[config.mk]
export PLATFORM = sky130hd
export DESIGN_NAME = usbdev_aon_suspend_seq_flat
export DESIGN_NICKNAME = d
export VERILOG_FILES = /design/src/rtl/usbdev_pkg.sv /design/src/rtl/usbdev_aon_suspend_seq_if.sv /design/src/rtl/usbdev_aon_suspend_seq.sv /design/src/flat_wrapper.sv
export SDC_FILE = /design/constraint.sdc
export NUM_CORES = 1
export LEC_CHECK = 0
export BUFFER_PORTS_ARGS = -buffer_cell sky130_fd_sc_hd__buf_2
export CORE_AREA = 2 2 39 41
export CTS_BUF_LIST = sky130_fd_sc_hd__clkbuf_4
export DETAILED_ROUTE_END_ITERATION = 16
export DIE_AREA = 0 0 41 43
export GPL_TIMING_DRIVEN = 0
export HOLD_SLACK_MARGIN = 0.15
export PLACE_DENSITY_LB_ADDON = 0.2
export SLEW_MARGIN = 20
export SYNTH_ARGS = -nofsm -noshare
export SYNTH_HDL_FRONTEND = slang
export SYNTH_SLANG_ARGS = --single-unit
[constraint.sdc]
create_clock -name clk_aon_i -period 1.1 [get_ports clk_aon_i]
set_input_delay 0 -clock clk_aon_i [delete_from_list [all_inputs] [get_ports clk_aon_i]]
set_output_delay 0 -clock clk_aon_i [all_outputs]
set_load 0.1 [all_outputs]
[src/rtl/usbdev_pkg.sv]
// Shared USB device definitions for the AON-domain blocks.
// Holds the suspend sequencer state, wake-cause types and default timeout.
package usbdev_pkg;

    typedef enum logic [2:0] {
        AonIdle    = 3'd0,
        AonArm     = 3'd1,
        AonMonitor = 3'd2,
        AonWake    = 3'd3,
        AonRelease = 3'd4
    } aon_seq_state_e;

    typedef struct packed {
        logic sense_lost;
        logic bus_reset;
        logic not_idle;
    } aon_wake_cause_t;

    localparam int AonSeqTimeoutDefault = 16;

endpackage

[src/rtl/usbdev_aon_suspend_seq_if.sv]
// Signal bundle between the AON suspend sequencer and its neighbours:
// the USB IP, the wake detector and the power manager.
interface usbdev_aon_suspend_seq_if;

    logic       suspend_i;
    logic       sw_wake_ack_i;
    logic       wd_active_i;
    logic       wd_wake_req_i;
    logic       wd_not_idle_i;
    logic       wd_bus_reset_i;
    logic       wd_sense_lost_i;
    logic       wd_suspend_req_o;
    logic       wd_wake_ack_o;
    logic       lp_ready_o;
    logic       pwr_wake_req_o;
    logic [2:0] cause_o;
    logic       timeout_o;
    logic [2:0] state_o;

    modport master (
        output suspend_i, sw_wake_ack_i, wd_active_i, wd_wake_req_i,
        output wd_not_idle_i, wd_bus_reset_i, wd_sense_lost_i,
        input  wd_suspend_req_o, wd_wake_ack_o, lp_ready_o,
        input  pwr_wake_req_o, cause_o, timeout_o, state_o
    );

    modport slave (
        input  suspend_i, sw_wake_ack_i, wd_active_i, wd_wake_req_i,
        input  wd_not_idle_i, wd_bus_reset_i, wd_sense_lost_i,
        output wd_suspend_req_o, wd_wake_ack_o, lp_ready_o,
        output pwr_wake_req_o, cause_o, timeout_o, state_o
    );

endinterface

[src/rtl/usbdev_aon_suspend_seq.sv]
// AON suspend/wake handshake sequencer in front of the USB wake detector.
// Optional ARM/RELEASE watchdog: define USBDEV_AON_SEQ_TIMEOUT_EN.
module usbdev_aon_suspend_seq
    import usbdev_pkg::*;
#(
    parameter int TimeoutCycles = AonSeqTimeoutDefault
) (
    input logic                      clk_aon_i,
    input logic                      rst_aon_ni,
    usbdev_aon_suspend_seq_if.slave  bus
);

    aon_seq_state_e  state_q, state_d;
    aon_wake_cause_t cause_q, cause_d, evt;
    logic            tmo_fire;

    assign evt = '{sense_lost: bus.wd_sense_lost_i,
                   bus_reset:  bus.wd_bus_reset_i,
                   not_idle:   bus.wd_not_idle_i};

`ifdef USBDEV_AON_SEQ_TIMEOUT_EN
    logic [7:0] cnt_q;
    logic       tmo_q;
    logic       in_hold;
    logic       hold_exit;

    assign in_hold   = (state_q == AonArm) || (state_q == AonRelease);
    assign hold_exit = (state_q == AonArm) ? bus.wd_active_i
                                           : !bus.wd_active_i;
    // A real exit in the expiry cycle beats the watchdog.
    assign tmo_fire  = in_hold && !hold_exit &&
                       (cnt_q == 8'(TimeoutCycles - 1));

    always_ff @(posedge clk_aon_i or negedge rst_aon_ni) begin
        if (!rst_aon_ni) begin
            cnt_q <= '0;
            tmo_q <= 1'b0;
        end else begin
            tmo_q <= tmo_fire;
            if (state_d != state_q &&
                (state_d == AonArm || state_d == AonRelease)) begin
                cnt_q <= '0;
            end else if (in_hold) begin
                cnt_q <= cnt_q + 8'd1;
            end
        end
    end

    assign bus.timeout_o = tmo_q;
`else
    logic unused_cfg;

    assign unused_cfg    = ^8'(TimeoutCycles);
    assign tmo_fire      = 1'b0;
    assign bus.timeout_o = 1'b0;
`endif

    always_ff @(posedge clk_aon_i or negedge rst_aon_ni) begin
        if (!rst_aon_ni) begin
            state_q <= AonIdle;
            cause_q <= '0;
        end else begin
            state_q <= state_d;
            cause_q <= cause_d;
        end
    end

    always_comb begin
        state_d = state_q;
        cause_d = cause_q;
        case (state_q)
            AonIdle: begin
                if (bus.suspend_i) begin
                    state_d = AonArm;
                    cause_d = '0;
                end
            end
            AonArm: begin
                if (bus.wd_active_i) state_d = AonMonitor;
                else if (tmo_fire)   state_d = AonIdle;
            end
            AonMonitor: begin
                cause_d = aon_wake_cause_t'(cause_q | evt);
                if (bus.sw_wake_ack_i)       state_d = AonRelease;
                else if (!bus.wd_active_i)   state_d = AonIdle;
                else if (bus.wd_wake_req_i)  state_d = AonWake;
            end
            AonWake: begin
                cause_d = aon_wake_cause_t'(cause_q | evt);
                if (bus.sw_wake_ack_i)      state_d = AonRelease;
                else if (!bus.wd_active_i)  state_d = AonIdle;
            end
            AonRelease: begin
                if (!bus.wd_active_i) state_d = AonIdle;
                else if (tmo_fire)    state_d = AonIdle;
            end
            default: state_d = AonIdle;
        endcase
    end

    always_comb begin
        bus.wd_suspend_req_o = 1'b0;
        bus.wd_wake_ack_o    = 1'b0;
        bus.lp_ready_o       = 1'b0;
        bus.pwr_wake_req_o   = 1'b0;
        case (state_q)
            AonArm:     bus.wd_suspend_req_o = 1'b1;
            AonMonitor: bus.lp_ready_o       = 1'b1;
            AonWake:    bus.pwr_wake_req_o   = 1'b1;
            AonRelease: bus.wd_wake_ack_o    = 1'b1;
            default: ;
        endcase
    end

    assign bus.cause_o = cause_q;
    assign bus.state_o = state_q;

endmodule
[src/flat_wrapper.sv]
// flat-port wrapper written by rule: the top's interface ports become plain ports
module usbdev_aon_suspend_seq_flat import usbdev_pkg::*;
#(
    parameter int TimeoutCycles = AonSeqTimeoutDefault
)
  (clk_aon_i, rst_aon_ni, bus_suspend_i, bus_sw_wake_ack_i, bus_wd_active_i, bus_wd_wake_req_i, bus_wd_not_idle_i, bus_wd_bus_reset_i, bus_wd_sense_lost_i, bus_wd_suspend_req_o, bus_wd_wake_ack_o, bus_lp_ready_o, bus_pwr_wake_req_o, bus_cause_o, bus_timeout_o, bus_state_o);
  usbdev_aon_suspend_seq_if bus_i ();
  input logic clk_aon_i;
  input logic rst_aon_ni;
  input wire logic [$bits(bus_i.suspend_i)-1:0] bus_suspend_i;
  input wire logic [$bits(bus_i.sw_wake_ack_i)-1:0] bus_sw_wake_ack_i;
  input wire logic [$bits(bus_i.wd_active_i)-1:0] bus_wd_active_i;
  input wire logic [$bits(bus_i.wd_wake_req_i)-1:0] bus_wd_wake_req_i;
  input wire logic [$bits(bus_i.wd_not_idle_i)-1:0] bus_wd_not_idle_i;
  input wire logic [$bits(bus_i.wd_bus_reset_i)-1:0] bus_wd_bus_reset_i;
  input wire logic [$bits(bus_i.wd_sense_lost_i)-1:0] bus_wd_sense_lost_i;
  output wire logic [$bits(bus_i.wd_suspend_req_o)-1:0] bus_wd_suspend_req_o;
  output wire logic [$bits(bus_i.wd_wake_ack_o)-1:0] bus_wd_wake_ack_o;
  output wire logic [$bits(bus_i.lp_ready_o)-1:0] bus_lp_ready_o;
  output wire logic [$bits(bus_i.pwr_wake_req_o)-1:0] bus_pwr_wake_req_o;
  output wire logic [$bits(bus_i.cause_o)-1:0] bus_cause_o;
  output wire logic [$bits(bus_i.timeout_o)-1:0] bus_timeout_o;
  output wire logic [$bits(bus_i.state_o)-1:0] bus_state_o;
  assign bus_i.suspend_i = bus_suspend_i;
  assign bus_i.sw_wake_ack_i = bus_sw_wake_ack_i;
  assign bus_i.wd_active_i = bus_wd_active_i;
  assign bus_i.wd_wake_req_i = bus_wd_wake_req_i;
  assign bus_i.wd_not_idle_i = bus_wd_not_idle_i;
  assign bus_i.wd_bus_reset_i = bus_wd_bus_reset_i;
  assign bus_i.wd_sense_lost_i = bus_wd_sense_lost_i;
  assign bus_wd_suspend_req_o = bus_i.wd_suspend_req_o;
  assign bus_wd_wake_ack_o = bus_i.wd_wake_ack_o;
  assign bus_lp_ready_o = bus_i.lp_ready_o;
  assign bus_pwr_wake_req_o = bus_i.pwr_wake_req_o;
  assign bus_cause_o = bus_i.cause_o;
  assign bus_timeout_o = bus_i.timeout_o;
  assign bus_state_o = bus_i.state_o;
  usbdev_aon_suspend_seq #(.TimeoutCycles(TimeoutCycles)) u_core (.clk_aon_i(clk_aon_i), .rst_aon_ni(rst_aon_ni), .bus(bus_i));
endmodule
==> results of run 1 <==
==> cells in the final DEF (no fill, tap or decap), types with 2 or more instances in the layout <==
master | Yosys | routed
sky130_fd_sc_hd__and2b_4 | 1 | 2
sky130_fd_sc_hd__dfrtp_1 | 6 | 3
sky130_fd_sc_hd__buf_12 | 0 | 4
sky130_fd_sc_hd__buf_4 | 1 | 5
sky130_fd_sc_hd__a22oi_2 | 0 | 3
sky130_fd_sc_hd__nand2_2 | 0 | 3
sky130_fd_sc_hd__inv_1 | 2 | 2
sky130_fd_sc_hd__buf_6 | 1 | 4
sky130_fd_sc_hd__dlygate4sd3_1 | 0 | 9
sky130_fd_sc_hd__nor3b_4 | 0 | 2
sky130_fd_sc_hd__dfrtp_4 | 0 | 3
sky130_fd_sc_hd__buf_2 | 1 | 9
sky130_fd_sc_hd__nand2_1 | 7 | 4
sky130_fd_sc_hd__clkbuf_4 | 0 | 8
==> logic make-up after synthesis <==
family	Yosys count
other	1
and+or+nand+nor	15
DFF	6
buffers and inverters	5
AOI/OAI and AO/OA	7
muxes	1
==> state kept, by name, summed over array words and instances (netlist names) <==
signal / cells
u_core.bus.cause_o: 3
u_core.bus.state_o: 3
==> final cells by class <==
| type | instances | area, um^2 | share of cell area |
|---|---|---|---|
| sequential | 6 | 161.4 | 0.2028 |
| clock buffer | 4 | 30.03 | 0.03774 |
| inverter | 2 | 7.507 | 0.009434 |
| tap | 16 | 20.02 | 0.02516 |
| timing repair buffer | 33 | 309.0 | 0.3884 |
| multi-input combinational | 24 | 234.0 | 0.2940 |
| buffer | 3 | 33.78 | 0.04245 |
==> per-layer routing <==
| metal | track usage | routed length, um | vias up |
|---|---|---|---|
| li1 | - | - | 192 |
| met1 | 0.1759 | 379 | 199 |
| met2 | 0.2375 | 544 | 13 |
| met3 | 0.06283 | 59 | 3 |
| met4 | 0.04000 | 19 | 0 |
| met5 | 0 | 0 | - |
==> how the worst min path moves through the flow <==
| stage | start | endpoint | slack, ns | depth (start not counted) |
|---|---|---|---|---|
| after floorplan | rst_aon_ni | u_core.bus.cause_o[0]$_DFFE_PN0P_ | -0.30 | 0 |
| after global placement | rst_aon_ni | u_core.bus.cause_o[0]$_DFFE_PN0P_ | -0.17 | 1 |
| after detailed placement | rst_aon_ni | u_core.bus.cause_o[0]$_DFFE_PN0P_ | -0.17 | 1 |
| after CTS | bus_wd_sense_lost_i | u_core.bus.cause_o[2]$_DFFE_PN0P_ | 0.49 | 4 |
| after global routing | bus_wd_not_idle_i | u_core.bus.cause_o[0]$_DFFE_PN0P_ | 0.52 | 4 |
| final | bus_wd_not_idle_i | u_core.bus.cause_o[0]$_DFFE_PN0P_ | 0.50 | 4 |
==> through the flow <==
step	util	area, um^2
floorplan	-	385.4
finish	0.5750	795.8
detailed placement	0.3580	495.5
global placement	0.3580	495.5
global route	0.5750	795.8
CTS	0.5588	773.2
==> worst reg2reg max path, delay by kind of cell (launching register included) <==
kind	cells	cell delay, ns
buf+inv	1	0.13
simple gates	3	0.52
flops	1	0.50
==> what timing repair did <==
item	CTS	global route
pin swaps	4	0
hold buffers	9	0
endpoints found under the setup margin	9	14
endpoints found under the hold margin	12	0
setup buffers	6	0
resized for setup	27	8
==> flow_summary.json, run 1 <==
{
  "finalCriticalPeriod_ns": 1.360,
  "totalNegativeSetupSlack_ns": -1.662,
  "detail_route.first_pass.iterations": 3,
  "route.detailed.wl_per_inst_um": 11.39,
  "max-cap-violations": 0,
  "core_region_area_mm2": 0.001384,
  "nNetsFinal": 82,
  "critPathCapture": "bus_lp_ready_o",
  "criticalPathCategory": "reg -> out",
  "grt_overflow": 0,
  "crit_path_top_delay_cell": "sky130_fd_sc_hd__dfrtp_4",
  "r2r_end": "u_core.bus.cause_o[1]$_DFFE_PN0P_",
  "average_cell_area_after_synthesis_um2": 9.831,
  "synth_commonest_cells": "sky130_fd_sc_hd__nand2_1, sky130_fd_sc_hd__dfrtp_1, sky130_fd_sc_hd__a22oi_1",
  "synth_xor_xnor_area_share": 0,
  "critical_path.max_stage_delay_ns": 0.47,
  "place.port_buffers": 18,
  "drtIter0Drc": 5,
  "synth_simple_gate_area_share": 0.2618,
  "largest_net_degree_at_the_start_of_global_routing": 10,
  "cts.sinks": 6,
  "post_dp_hpwl_um": 578.2,
  "final-max-slew-violation-count": 0,
  "synth-edff-count": 0,
  "synth_mux_area_frac": 0.02909,
  "tritoncts": "yes",
  "fillerInstances": 129,
  "max-clock-path-buffers": 2,
  "synthAdderAreaFrac": 0,
  "detail_route.vias_per_cell": 4.625,
  "synth_top_family_by_area": "simple AND/OR/NAND/NOR gates",
  "synth.area.top_cells": "sky130_fd_sc_hd__dfrtp_1, sky130_fd_sc_hd__nand2_1, sky130_fd_sc_hd__a22oi_1",
  "cp_data_arrival_time_ns": 1.36,
  "initial_core_util": 0.2486,
  "top_reg_cell_synth": "sky130_fd_sc_hd__dfrtp_1",
  "proportion_of_netlist_area_held_by_the_largest_area_contributor": 0.4364,
  "fp.dieW_um": 41,
  "worstSetupStartpointType": "flip-flop",
  "clk_root_buffer_cell": "sky130_fd_sc_hd__clkbuf_4",
  "setup-violations-final": 10,
  "ant_nets": 0,
  "mappedNetlistNets": 44,
  "critical_path_required_ns": 1.10,
  "fmaxAchievable_mhz": 735.3,
  "cp_num_buf_inv": 2,
  "finalHoldViolCount": 0,
  "crit_fanout": 5,
  "rsz0062_at_grt": "true",
  "post-route-worst-setup-slack_ns": -0.2600,
  "timing.rr.start": "u_core.bus.state_o[2]$_DFFE_PN0P_",
  "worst_skew_pair.late_latency_ns": 0.26,
  "r2r.worst_path.cells": 4,
  "antennaDiodeCount": 0,
  "setup.reg_to_reg.worst_slack_ns": -0.16,
  "worstSetupPathDepth": 4,
  "post_layout_nonfiller_instances": 88,
  "io_pins": 20,
  "pre_cts_ws_ns": -0.2772,
  "first_pass_grt_wire_length_um": 1745,
  "flow.area_growth_from_synthesis_pct": 131.3,
  "asyncSetResetFlopFracSynth": 1.000,
  "syn_inst": 35,
  "skew_ns": 0.004862,
  "outcome": "complete, but fails checks",
  "globalRouteTotalUtil": 0.1492,
  "yosys_warnings": 0,
  "first_global_vias": 387,
  "remaining_drc_errors": 0,
  "synth_sequential_area_ratio": 0.4364,
  "path_common_cell": "sky130_fd_sc_hd__and2b_4",
  "holdWs_ns": 0.4970,
  "mappedNetlistArea_um2": 344.1,
  "path_cells": "buf_8, and2b_4, and2b_4, buf_12",
  "worst_setup_hold_path_clk_slew_ns": 0.05,
  "global_placer_s_final_weighted_congestion": 0.6489,
  "initial_antenna_violation_count": 0,
  "synth-compound-area-share": 0.1709,
  "die-area_mm2": 0.001763,
  "wirelength_um": 1002,
  "vias": 407,
  "synth.distinct_cells": 20,
  "synth.largest_area_cell": "sky130_fd_sc_hd__dfrtp_1",
  "crit_family": "flip-flops",
  "violated_checks": "negative setup slack",
  "yosys_register_bits": 6,
  "end_kind": "output port",
  "final_min_period_over_clock_period": 1.236,
  "placed_cells": 69,
  "chip_height_um": 43,
  "number_of_clock_buffers_inserted_by_tritoncts": 3,
  "final_layout_size_suffix_gt1_frac": 0.6806,
  "crit_path_start": "u_core.bus.state_o[1]$_DFFE_PN0P_",
  "htree_num_levels": 1,
  "leading_cell_type_by_number_of_instances_after_synthesis": "sky130_fd_sc_hd__nand2_1",
  "rows": 14,
  "worst_hold_path_type": "in -> reg"
}
Power of run 1 is left out: the tool's default activity adds up to more than one toggle a clock period on the data nets, which glitch-free logic cannot reach.
==> run 2, diff against run 1 <==
--- a/config.mk
+++ b/config.mk
@@ -6,13 +6,15 @@
 export NUM_CORES = 1
 export LEC_CHECK = 0
 export BUFFER_PORTS_ARGS = -buffer_cell sky130_fd_sc_hd__buf_2
+export CELL_PAD_IN_SITES_DETAIL_PLACEMENT = 0
+export CELL_PAD_IN_SITES_GLOBAL_PLACEMENT = 1
 export CORE_AREA = 2 2 39 41
 export CTS_BUF_LIST = sky130_fd_sc_hd__clkbuf_4
 export DETAILED_ROUTE_END_ITERATION = 16
 export DIE_AREA = 0 0 41 43
 export GPL_TIMING_DRIVEN = 0
 export HOLD_SLACK_MARGIN = 0.15
-export PLACE_DENSITY_LB_ADDON = 0.2
+export PLACE_DENSITY_LB_ADDON = 0.15
 export SLEW_MARGIN = 20
 export SYNTH_ARGS = -nofsm -noshare
 export SYNTH_HDL_FRONTEND = slang
==> flow_summary.json, run 2 (synthesis results as in run 1) <==
{
  "r2r.worst_path.cells": 5,
  "violated_checks": "negative setup slack",
  "worstHoldEndpoint": "u_core.bus.cause_o[2]$_DFFE_PN0P_",
  "timing.rr.start": "u_core.bus.state_o[1]$_DFFE_PN0P_",
  "criticalPathCategory": "reg -> out",
  "skew_ns": 0.008298,
  "flow.area_growth_from_synthesis_pct": 124.7,
  "detail_route.vias_per_cell": 4.511,
  "die-area_mm2": 0.001763,
  "worst_setup_hold_path_clk_slew_ns": 0.05,
  "placed_cells": 69,
  "wirelength_um": 1141,
  "remaining_drc_errors": 0,
  "antennaDiodeCount": 0,
  "max-cap-violations": 0,
  "rows": 14,
  "post-route-util": 0.5588,
  "final_area_um2": 773.2,
  "fp.dieW_um": 41,
  "largest_net_degree_at_the_start_of_global_routing": 8,
  "outcome": "complete, but fails checks",
  "first_pass_grt_wire_length_um": 1780,
  "finalCriticalPeriod_ns": 1.359,
  "most-common-layout-cells": "sky130_fd_sc_hd__buf_2, sky130_fd_sc_hd__dlygate4sd3_1, sky130_fd_sc_hd__clkbuf_4, sky130_fd_sc_hd__nand2_1, sky130_fd_sc_hd__buf_4",
  "nNetsFinal": 82,
  "cp_data_arrival_time_ns": 1.36,
  "min_delay_path_depth": 4,
  "grt_overflow": 0,
  "crit_fanout": 5,
  "finalHoldViolCount": 0,
  "setup-violations-final": 10,
  "worst_skew_pair.late_latency_ns": 0.25,
  "detail_route.first_pass.iterations": 2,
  "drtIter0Drc": 5,
  "globalRouteTotalUtil": 0.1556,
  "vias": 397,
  "fillerInstances": 135,
  "route.detailed.wl_per_inst_um": 12.97,
  "post-route-worst-setup-slack_ns": -0.2593,
  "tritoncts": "yes",
  "chip_height_um": 43,
  "placed_cell_area_um2": 495.5,
  "global_placer_s_final_weighted_congestion": 0.6595,
  "totalNegativeSetupSlack_ns": -1.627,
  "rsz0062_at_grt": "true",
  "end_kind": "output port",
  "ant_nets": 0,
  "htree_num_levels": 1,
  "final_layout_size_suffix_gt1_frac": 0.6250,
  "first_global_vias": 393,
  "initial_core_util": 0.2486,
  "clk_root_buffer_cell": "sky130_fd_sc_hd__clkbuf_4",
  "critical_path_required_ns": 1.10,
  "cts.sinks": 6,
  "final_min_period_over_clock_period": 1.236,
  "fmaxAchievable_mhz": 735.7,
  "most_common_cell_after_layout_fill_and_taps_aside": "sky130_fd_sc_hd__buf_2",
  "worstSetupStartpointType": "flip-flop",
  "setup.reg_to_reg.worst_slack_ns": -0.16,
  "r2r_end": "u_core.bus.state_o[0]$_DFFE_PN0P_",
  "post_dp_hpwl_um": 599.1,
  "post_layout_nonfiller_instances": 88,
  "final-max-slew-violation-count": 0,
  "place.port_buffers": 18,
  "initial_antenna_violation_count": 0,
  "max-clock-path-buffers": 2,
  "io_pins": 20,
  "number_of_clock_buffers_inserted_by_tritoncts": 3,
  "min-delay-start": "bus_wd_sense_lost_i",
  "worst_hold_path_type": "in -> reg",
  "core_region_area_mm2": 0.001384
}
[run 2: cell counts in the layout (fill, tap and decap cells not counted)]
Identical to the previous run, type by type.
[run 2: what timing repair did]
| item | CTS | global route |
|---|---|---|
| gates resized for setup | 25 | 5 |
| setup buffers | 7 | 0 |
| gates cloned | 0 | 0 |
| setup endpoints to repair | 10 | 15 |
| pin swaps | 5 | 1 |
| hold endpoints to repair | 12 | 0 |
| hold buffers | 9 | 0 |
[run 2: metal layers]
metal  vias to the layer above  track usage  wire, um
li1                        191            -         -
met1                       194       0.1738       431
met2                        12       0.2531       659
met3                         0      0.04712        50
met4                         0      0.07333         0
met5                         -            0         0
[run 2: area by class of cell]
class / count / area [um^2] / area share
repair buffers: 33 / 302.8 / 0.3916
inverters: 2 / 7.507 / 0.009709
flip-flops and latches: 6 / 161.4 / 0.2087
plain buffers: 3 / 33.78 / 0.04369
well taps: 16 / 20.02 / 0.02589
multi-input cells: 24 / 217.7 / 0.2816
clock buffers: 4 / 30.03 / 0.03883
[run 2: metrics by stage]
stage,worst slack (ns),hold WS [ns]
detailed placement,-0.2730,-0.1695
floorplan,-0.5419,-0.2956
CTS,-0.2565,0.5096
finish,-0.2593,0.5085
global placement,-0.2833,-0.1697
global route,-0.2975,0.5338
[run 2: worst max path at each step]
| stage | cells past startpoint | start | end | slack (ns) |
|---|---|---|---|---|
| after CTS | 4 | u_core.bus.state_o[1]$_DFFE_PN0P_ | bus_lp_ready_o | -0.26 |
| final | 4 | u_core.bus.state_o[1]$_DFFE_PN0P_ | bus_lp_ready_o | -0.26 |
| after global placement | 3 | u_core.bus.state_o[2]$_DFFE_PN0P_ | bus_lp_ready_o | -0.28 |
| after floorplan | 2 | u_core.bus.state_o[0]$_DFFE_PN0P_ | bus_wd_wake_ack_o | -0.54 |
| after global routing | 4 | u_core.bus.state_o[1]$_DFFE_PN0P_ | bus_lp_ready_o | -0.30 |
| after detailed placement | 3 | u_core.bus.state_o[2]$_DFFE_PN0P_ | bus_lp_ready_o | -0.27 |
[run 2: worst max-delay path, cell delays in order (launching register included)]
cell	delay, ns
sky130_fd_sc_hd__dfrtp_4	0.48
sky130_fd_sc_hd__buf_8	0.14
sky130_fd_sc_hd__and2b_4	0.17
sky130_fd_sc_hd__and2b_4	0.17
sky130_fd_sc_hd__buf_12	0.16
Power of run 2 is left out for the same reason.
